<file path="src/rtl/lifo_stack_if.sv">
// Push/pop/replace request lines and registered stack status for lifo_stack.
interface lifo_stack_if #(
    parameter int WIDTH = 8,
    parameter int DEPTH = 16
);
    localparam int CNT_W = $clog2(DEPTH + 1);

    logic             PUSH;
    logic             POP;
    logic [WIDTH-1:0] DIN;
    logic             CLR_ERR;
    logic [WIDTH-1:0] DOUT;
    logic [CNT_W-1:0] COUNT;
    logic             EMPTY;
    logic             FULL;
    logic             OVF;
    logic             UNF;

    modport master (
        output PUSH, POP, DIN, CLR_ERR,
        input  DOUT, COUNT, EMPTY, FULL, OVF, UNF
    );

    modport slave (
        input  PUSH, POP, DIN, CLR_ERR,
        output DOUT, COUNT, EMPTY, FULL, OVF, UNF
    );
endinterface

</file>
<file path="src/rtl/lifo_stack.sv">
// LIFO stack with registered top-of-stack, occupancy count and sticky
// overflow/underflow flags; one push, pop or replace-top per clock.
module lifo_stack #(
    parameter int WIDTH = 8,
    parameter int DEPTH = 16
) (
    input  logic       CLK,
    input  logic       RST,
    lifo_stack_if.slave bus
);
    localparam int CNT_W = $clog2(DEPTH + 1);
    localparam int IDX_W = (DEPTH > 2) ? $clog2(DEPTH) : 1;

    logic [WIDTH-1:0] mem [DEPTH];

    logic [CNT_W-1:0] count_q, count_d;
    logic [WIDTH-1:0] dout_q, dout_d;
    logic             ovf_q, ovf_d;
    logic             unf_q, unf_d;
    logic             wr_en;
    logic [CNT_W-1:0] wr_idx;
    logic [CNT_W-1:0] top_idx, below_idx;
    logic             empty, full;

    assign empty     = (count_q == '0);
    assign full      = (count_q == CNT_W'(DEPTH));
    assign top_idx   = count_q - CNT_W'(1);
    assign below_idx = count_q - CNT_W'(2);

    always_comb begin
        count_d = count_q;
        dout_d  = dout_q;
        // New errors win over a same-cycle clear.
        ovf_d   = ovf_q & ~bus.CLR_ERR;
        unf_d   = unf_q & ~bus.CLR_ERR;
        wr_en   = 1'b0;
        wr_idx  = count_q;
        case ({bus.PUSH, bus.POP})
            2'b10: begin
                if (full) begin
                    ovf_d = 1'b1;
                end else begin
                    wr_en   = 1'b1;
                    count_d = count_q + CNT_W'(1);
                    dout_d  = bus.DIN;
                end
            end
            2'b01: begin
                if (empty) begin
                    unf_d = 1'b1;
                end else begin
                    count_d = top_idx;
                    dout_d  = (count_q >= CNT_W'(2)) ? mem[below_idx[IDX_W-1:0]] : '0;
                end
            end
            2'b11: begin
                // Replace-top on a non-empty stack, plain push when empty.
                wr_en  = 1'b1;
                dout_d = bus.DIN;
                if (empty) begin
                    count_d = CNT_W'(1);
                end else begin
                    wr_idx = top_idx;
                end
            end
            default: ;
        endcase
    end

    always_ff @(posedge CLK) begin
        if (RST) begin
            count_q <= '0;
            dout_q  <= '0;
            ovf_q   <= 1'b0;
            unf_q   <= 1'b0;
        end else begin
            count_q <= count_d;
            dout_q  <= dout_d;
            ovf_q   <= ovf_d;
            unf_q   <= unf_d;
        end
    end

    always_ff @(posedge CLK) begin
        if (!RST && wr_en)
            mem[wr_idx[IDX_W-1:0]] <= bus.DIN;
    end

    assign bus.DOUT  = dout_q;
    assign bus.COUNT = count_q;
    assign bus.EMPTY = empty;
    assign bus.FULL  = full;
    assign bus.OVF   = ovf_q;
    assign bus.UNF   = unf_q;
endmodule

</file>
<file path="src/flat_wrapper.sv">
// flat-port wrapper written by rule: the top's interface ports become plain ports
module lifo_stack_flat 
#(
    parameter int WIDTH = 8,
    parameter int DEPTH = 16
)
  (CLK, RST, bus_PUSH, bus_POP, bus_DIN, bus_CLR_ERR, bus_DOUT, bus_COUNT, bus_EMPTY, bus_FULL, bus_OVF, bus_UNF);
  lifo_stack_if #(.WIDTH(WIDTH), .DEPTH(DEPTH)) bus_i ();
  input  logic CLK;
  input  logic RST;
  input wire logic [$bits(bus_i.PUSH)-1:0] bus_PUSH;
  input wire logic [$bits(bus_i.POP)-1:0] bus_POP;
  input wire logic [$bits(bus_i.DIN)-1:0] bus_DIN;
  input wire logic [$bits(bus_i.CLR_ERR)-1:0] bus_CLR_ERR;
  output wire logic [$bits(bus_i.DOUT)-1:0] bus_DOUT;
  output wire logic [$bits(bus_i.COUNT)-1:0] bus_COUNT;
  output wire logic [$bits(bus_i.EMPTY)-1:0] bus_EMPTY;
  output wire logic [$bits(bus_i.FULL)-1:0] bus_FULL;
  output wire logic [$bits(bus_i.OVF)-1:0] bus_OVF;
  output wire logic [$bits(bus_i.UNF)-1:0] bus_UNF;
  assign bus_i.PUSH = bus_PUSH;
  assign bus_i.POP = bus_POP;
  assign bus_i.DIN = bus_DIN;
  assign bus_i.CLR_ERR = bus_CLR_ERR;
  assign bus_DOUT = bus_i.DOUT;
  assign bus_COUNT = bus_i.COUNT;
  assign bus_EMPTY = bus_i.EMPTY;
  assign bus_FULL = bus_i.FULL;
  assign bus_OVF = bus_i.OVF;
  assign bus_UNF = bus_i.UNF;
  lifo_stack #(.WIDTH(WIDTH), .DEPTH(DEPTH)) u_core (.CLK(CLK), .RST(RST), .bus(bus_i));
endmodule
</file>
<file path="config.mk">
export PLATFORM = sky130hd
export DESIGN_NAME = lifo_stack_flat
export DESIGN_NICKNAME = d
export VERILOG_FILES = /design/src/rtl/lifo_stack_if.sv /design/src/rtl/lifo_stack.sv /design/src/flat_wrapper.sv
export SDC_FILE = /design/constraint.sdc
export NUM_CORES = 1
export LEC_CHECK = 0
export ABC_AREA = 1
export BUFFER_PORTS_ARGS = -buffer_cell sky130_fd_sc_hd__buf_2
export CORE_ASPECT_RATIO = 0.5
export CORE_MARGIN = 8
export CORE_UTILIZATION = 50
export DETAILED_ROUTE_END_ITERATION = 8
export PLACE_DENSITY = 0.67
export SYNTH_ARGS = -nofsm -noshare
export SYNTH_HDL_FRONTEND = slang
export SYNTH_SLANG_ARGS = --single-unit
</file>
<file path="constraint.sdc">
create_clock -name CLK -period 7.03 [get_ports CLK]
set_input_delay 1.406 -clock CLK [delete_from_list [all_inputs] [get_ports CLK]]
set_output_delay 1.406 -clock CLK [all_outputs]
set_load 0.01 [all_outputs]
</file>
Word-level counts from Yosys, hierarchy flattened
Memory sizes are Yosys's and may differ from the RTL's.
Index checks and enable logic that the tools add are counted.
- register bits: 15
- memory bits (writable): 128
- input bits: 13
- output and inout port bits: 17
- memories kept: 1
- $add $sub $neg: 3
- order comparisons: 1
- eq/ne operators: 7
- multiplexer cells: 17
- bitwise logic cells: 3
- reduce and logical (&&, ||, !) cells: 6
- memories (memory ; words ; bits a word ; rd ports ; clocked after Yosys merged registers in ; wr ports ; line ; text):
    u_core.mem ; 16 ; 8 ; 1 ; 0 ; 1 ; lifo_stack.sv:14 ; logic [WIDTH-1:0] mem [DEPTH];
- operators by type and width (operator ; number):
    8-bit 2-to-1 mux ; 3
    8-bit one-hot mux with 3 select lines ; 1
    5-bit 2-to-1 mux ; 3
    5-bit one-hot mux with 3 select lines ; 1
    1-bit 2-to-1 mux ; 7
    2-bit inequality test (second input constant) ; 3
    3-bit AND reduction ; 2
    5-bit by 1-bit adder with 5-bit output (second input constant) ; 1
    5-bit == test (second input constant) ; 1
    5-bit by 2-bit greater-or-equal comparator with 1-bit output (second input constant) ; 1
    5-bit logical NOT ; 1
    5-bit by 1-bit subtractor with 5-bit output (second input constant) ; 1
    2-bit == test (second input constant) ; 2
    4-bit 2-to-1 mux ; 1
    4-bit by 2-bit subtractor with 4-bit output (second input constant) ; 1
    3-bit nonzero test ; 1
    1-bit AND ; 2
    2-bit by 1-bit == test with 1-bit output (second input constant) ; 1
    1-bit one-hot mux with 2 select lines ; 1
    1-bit logical AND ; 1
    1-bit logical NOT ; 1
    1-bit inverter ; 1

Logic depth before layout (Yosys ltp)
- depth in word-level cells: 6
- mapped depth: 14

Worst setup path after synthesis
Ideal clock, no wire load.
- path type: input to register
- start: input bus_POP
- end: memory u_core.mem[15][0] (enable)
- setup time: 370 ps
- data arrival time: 2438 ps
- data required time: 6660 ps
- path slack: 4222 ps
- cell stages on the path: 8
- buffers on the path: 0
- cells stage by stage: nand2_1 inv_1 nand2_4 inv_2 nand2_2 a21oi_1 nand2_1 nor2_1
- cells in the longest elaborated chain, start to end: 5
- ends and longest elaborated chain (what ; line ; text):
    start: declaration ; flat_wrapper.sv:12 ; input wire logic [$bits(bus_i.POP)-1:0] bus_POP;
    2-bit == test ; lifo_stack.sv:38 ; case ({bus.PUSH, bus.POP})
    1-bit one-hot mux with 2 select lines ; lifo_stack.sv:38 ;
    1-bit logical AND ; lifo_stack.sv:85 ; if (!RST && wr_en)
    1-bit 2-to-1 mux ; lifo_stack.sv:85 ;
    1-bit 2-to-1 mux (not written as such) ; lifo_stack.sv:86 ; mem[wr_idx[IDX_W-1:0]] <= bus.DIN;
    end: declaration ; lifo_stack.sv:14 ;
Several ways; a longest one is shown, not always the timed one.

Worst setup path after layout
- start: register u_core.count_q[1], in the netlist u_core.bus.COUNT[1]
- end: output bus_EMPTY
- cells in the longest elaborated chain, start to end: 1
- ends and longest elaborated chain (what ; line ; text):
    start: declaration ; lifo_stack.sv:16 ; logic [CNT_W-1:0] count_q, count_d;
    start signal: assignment ; lifo_stack.sv:77 ; count_q <= count_d;
    5-bit logical NOT ; lifo_stack.sv:25 ; assign empty = (count_q == '0);
    end: declaration ; flat_wrapper.sv:17 ; output wire logic [$bits(bus_i.EMPTY)-1:0] bus_EMPTY;
Every way passes these cells.

==> results.sh <==
export IMPL_status="complete, no violations"
export IMPL_avgRoutedWirePerCell_microns=17.4
export IMPL_wl_met2_microns=6860
export IMPL_cp_slowest_cell="clkinv_1"
export IMPL_hold_worst_slack_ns=0.470
export IMPL_tightestPinTransition_ns=1.22
export IMPL_io_buffers=29
export IMPL_rows=29
export IMPL_insertion_delay_ns=0.42
export IMPL_root_buffer="clkbuf_16"
export IMPL_route_met3_wl_microns=1370
export IMPL_synth_ff_type="edfxtp_1"
export IMPL_synthSimpleGateAreaFrac=0.223
export IMPL_drcViolationCount=0
export IMPL_synth_top_cell_area_share=0.581
export IMPL_ys_types=32
export IMPL_setup_viol=0
export IMPL_cp_required_ns=5.62
export IMPL_slew_headroom=0.187
export IMPL_clock_skew_ns=0.00930
export IMPL_p_seq_frac=0.434
export IMPL_die_h_microns=97.3
export IMPL_final_layout_size_suffix_gt1_frac=0.115
export IMPL_mappedNetlistArea_sq_um=6620
export IMPL_crit_fanout=37
export IMPL_start_util=0.517
export IMPL_p_leak_uw=0.00321
export IMPL_synth_avg_cell_area_sq_um=9.62
export IMPL_cts_htree_levels=4
export IMPL_ys_seq_elements=143
export IMPL_crit_chain="clkinv_1, ha_1, nand3_2, inv_1, buf_2"
export IMPL_setup_tns_ns=0
export IMPL_hold_buffers=0
export IMPL_power_density_nw_per_um2=297
export IMPL_area_delta_synth_final_pct=12.4
export IMPL_m1WireLength_microns=7050
export IMPL_place_inst=859
export IMPL_synth_warnings=0
export IMPL_maxCapViolations=0
export IMPL_cts_made_buffers=17
export IMPL_syn_inst=688
export IMPL_crit_type="flip-flop to output pin"
export IMPL_die_width_microns=179
export IMPL_synth_area_leaders="edfxtp_1 58%, nand2_1 12%, nand3_1 7.6%"
export IMPL_cts_tree="yes"
export IMPL_drt_wl_total_microns=15500
export IMPL_hold_viol_final=0
export IMPL_synth_top_family_by_area="simple AND/OR/NAND/NOR gates"
export IMPL_syn_nets=708
export IMPL_insertedDiodeCount=0
export IMPL_synthXorXnorAreaFrac=0.00643
export IMPL_clock_path_buffers=2
export IMPL_grt_pass1_vias=4534
export IMPL_path_clk_slew_ns=0.06
export IMPL_vias=4654
export IMPL_p_switching_uw=607
export IMPL_final_cells=891
export IMPL_hold_path_class="flip-flop to flip-flop"
export IMPL_combPwrFrac=0.150
export IMPL_rsz0062_at_grt="false"
export IMPL_totalPowerFinal_uw=2210
export IMPL_max_stage_delay_ns=0.87
export IMPL_top_layer_used="met4"
export IMPL_grt_max_degree=71
export IMPL_io_pins=30
export IMPL_synth_compound_area_frac=0.0399
export IMPL_ant_nets=0
export IMPL_p_clk_frac=0.416
export IMPL_crit_buf_inv=3
export IMPL_synth_adder_area_share=0.0132
export IMPL_worst_setup_path_end_kind="output pin"
export IMPL_cts_resized_gates=0
export IMPL_antenna_found_initial=0
export IMPL_dp_hpwl_microns=9960
export IMPL_yosysSeqAreaShare=0.626
export IMPL_cts_setup_buffers=0
export IMPL_nNetsFinal=728
export IMPL_p_sw_frac=0.275
export IMPL_worstPathArrival_ns=2.59
export IMPL_dr_pass1_iters=5
export IMPL_clock_sinks=143
export IMPL_synth_edf_count=128
export IMPL_fp_dieArea_sq_um=17400
export IMPL_post_route_util=0.581
export IMPL_slew_violations=0
export IMPL_first_iter_violations=423
export IMPL_track_usage=0.184
export IMPL_gp_congestion=0.843
export IMPL_internal_power_uw=1600
export IMPL_grt_overflow=0
export IMPL_min_period_over_period=0.568
export IMPL_vias_per_cell=5.22
export IMPL_synth_largest_area_cell="edfxtp_1"
export IMPL_critical_path_top_delay_family="buffers and inverters"
export IMPL_n_fill_cell=1052
export IMPL_fmax_ghz=0.251
export IMPL_critPathLaunchType="flip-flop"
export IMPL_synth_async_reset_ratio=0
export IMPL_coreArea_sq_um=12800
export IMPL_muxShareOfSynthArea=0.00151
export IMPL_peakVddDrop_mv=0.194
export IMPL_period_needed_ns=3.99
export IMPL_grt_pass1_wl_microns=24400
-- registers in the layout (all words and copies together), names as in the netlist --
| name | flops |
|---|---|
| u_core.mem | 128 |
| u_core.bus.UNF | 1 |
| u_core.bus.OVF | 1 |
| u_core.bus.DOUT | 8 |
| u_core.bus.COUNT | 5 |
-- through the flow --
| stage | cell area (sq um) | worst slack [ns] |
|---|---|---|
| after floorplan | 6620 | 4.22 |
| after global placement | 6830 | 3.43 |
| after detailed placement | 6830 | 3.34 |
| after CTS | 7440 | 3.08 |
| after global routing | 7440 | 2.88 |
| final | 7440 | 3.04 |
-- power groups by stage --
stage	clock, uW	combinational (uW)	sequential [uW]
5_1_grt	963	368	959
3_3_place_gp	0	323	975
6_report	920	332	958
2_1_floorplan	0	222	978
3_5_place_dp	0	326	975
4_1_cts	924	329	958
-- final timing paths --
| check | end | cells after the start | from | slack, ns |
|---|---|---|---|---|
| setup / recovery | bus_EMPTY | 5 | u_core.bus.COUNT[1] | 3.04 |
| hold / removal | u_core.bus.OVF | 2 | u_core.bus.OVF | 0.47 |
| setup reg to reg | u_core.mem[7][3] | 9 | u_core.bus.COUNT[1] | 3.26 |
| hold reg to reg | u_core.bus.OVF | 2 | u_core.bus.OVF | 0.47 |
-- layout make-up --
| class | instances | area, sq um | area share |
|---|---|---|---|
| well taps | 170 | 213 | 0.0286 |
| repair buffers | 31 | 160 | 0.0215 |
| multi-input cells | 399 | 1880 | 0.253 |
| clock inverters | 15 | 180 | 0.0242 |
| clock buffers | 17 | 425 | 0.0572 |
| inverters | 116 | 435 | 0.0585 |
| flip-flops and latches | 143 | 4150 | 0.557 |
-- per-layer routing --
layer | up-vias | global-route usage
li1 | 2267 | -
met1 | 2222 | 0.255
met2 | 147 | 0.272
met3 | 18 | 0.0590
met4 | 0 | 0.0524
met5 | - | 0
-- synth_stat cells, types with 4 or more instances --
cell type    n
ha_1         7
nand2_4      4
nand2_1    207
a22oi_1      8
inv_1      112
edfxtp_1   128
buf_2       15
nor2_1      23
nand2_2      4
clkbuf_1     7
o21ai_0     13
buf_1        5
nand3_1    100
a21oi_1     17
dfxtp_1     15
-- worst min-delay path, cell delays in order (launching register included) --
cell and delay [ns]:
dfxtp_1 0.31, nand2_1 0.06, a21oi_1 0.05
-- cells by family (layout without fill, tap and decap cells) --
kind of cell | after synthesis | count (layout)
AOI/OAI and AO/OA | 44 | 44
and+or+nand+nor | 343 | 343
adders and majority gates | 7 | 7
muxes | 1 | 1
buffers and inverters | 146 | 179
DFF | 143 | 143
xor gates and xnor gates | 4 | 4
-- cell usage in the layout, fill, tap and decap left out, drive strengths merged, types with 3 or more instances in the layout --
master    count
a21oi        18
o21ai        15
clkinv        4
nand3       101
dfxtp        15
inv         121
bufinv        3
a22oi         8
clkbuf       17
ha            7
nor2         27
clkinvlp      3
nand2       215
edfxtp      128
buf          31
Note: power is estimated with default switching activity, not from simulation.
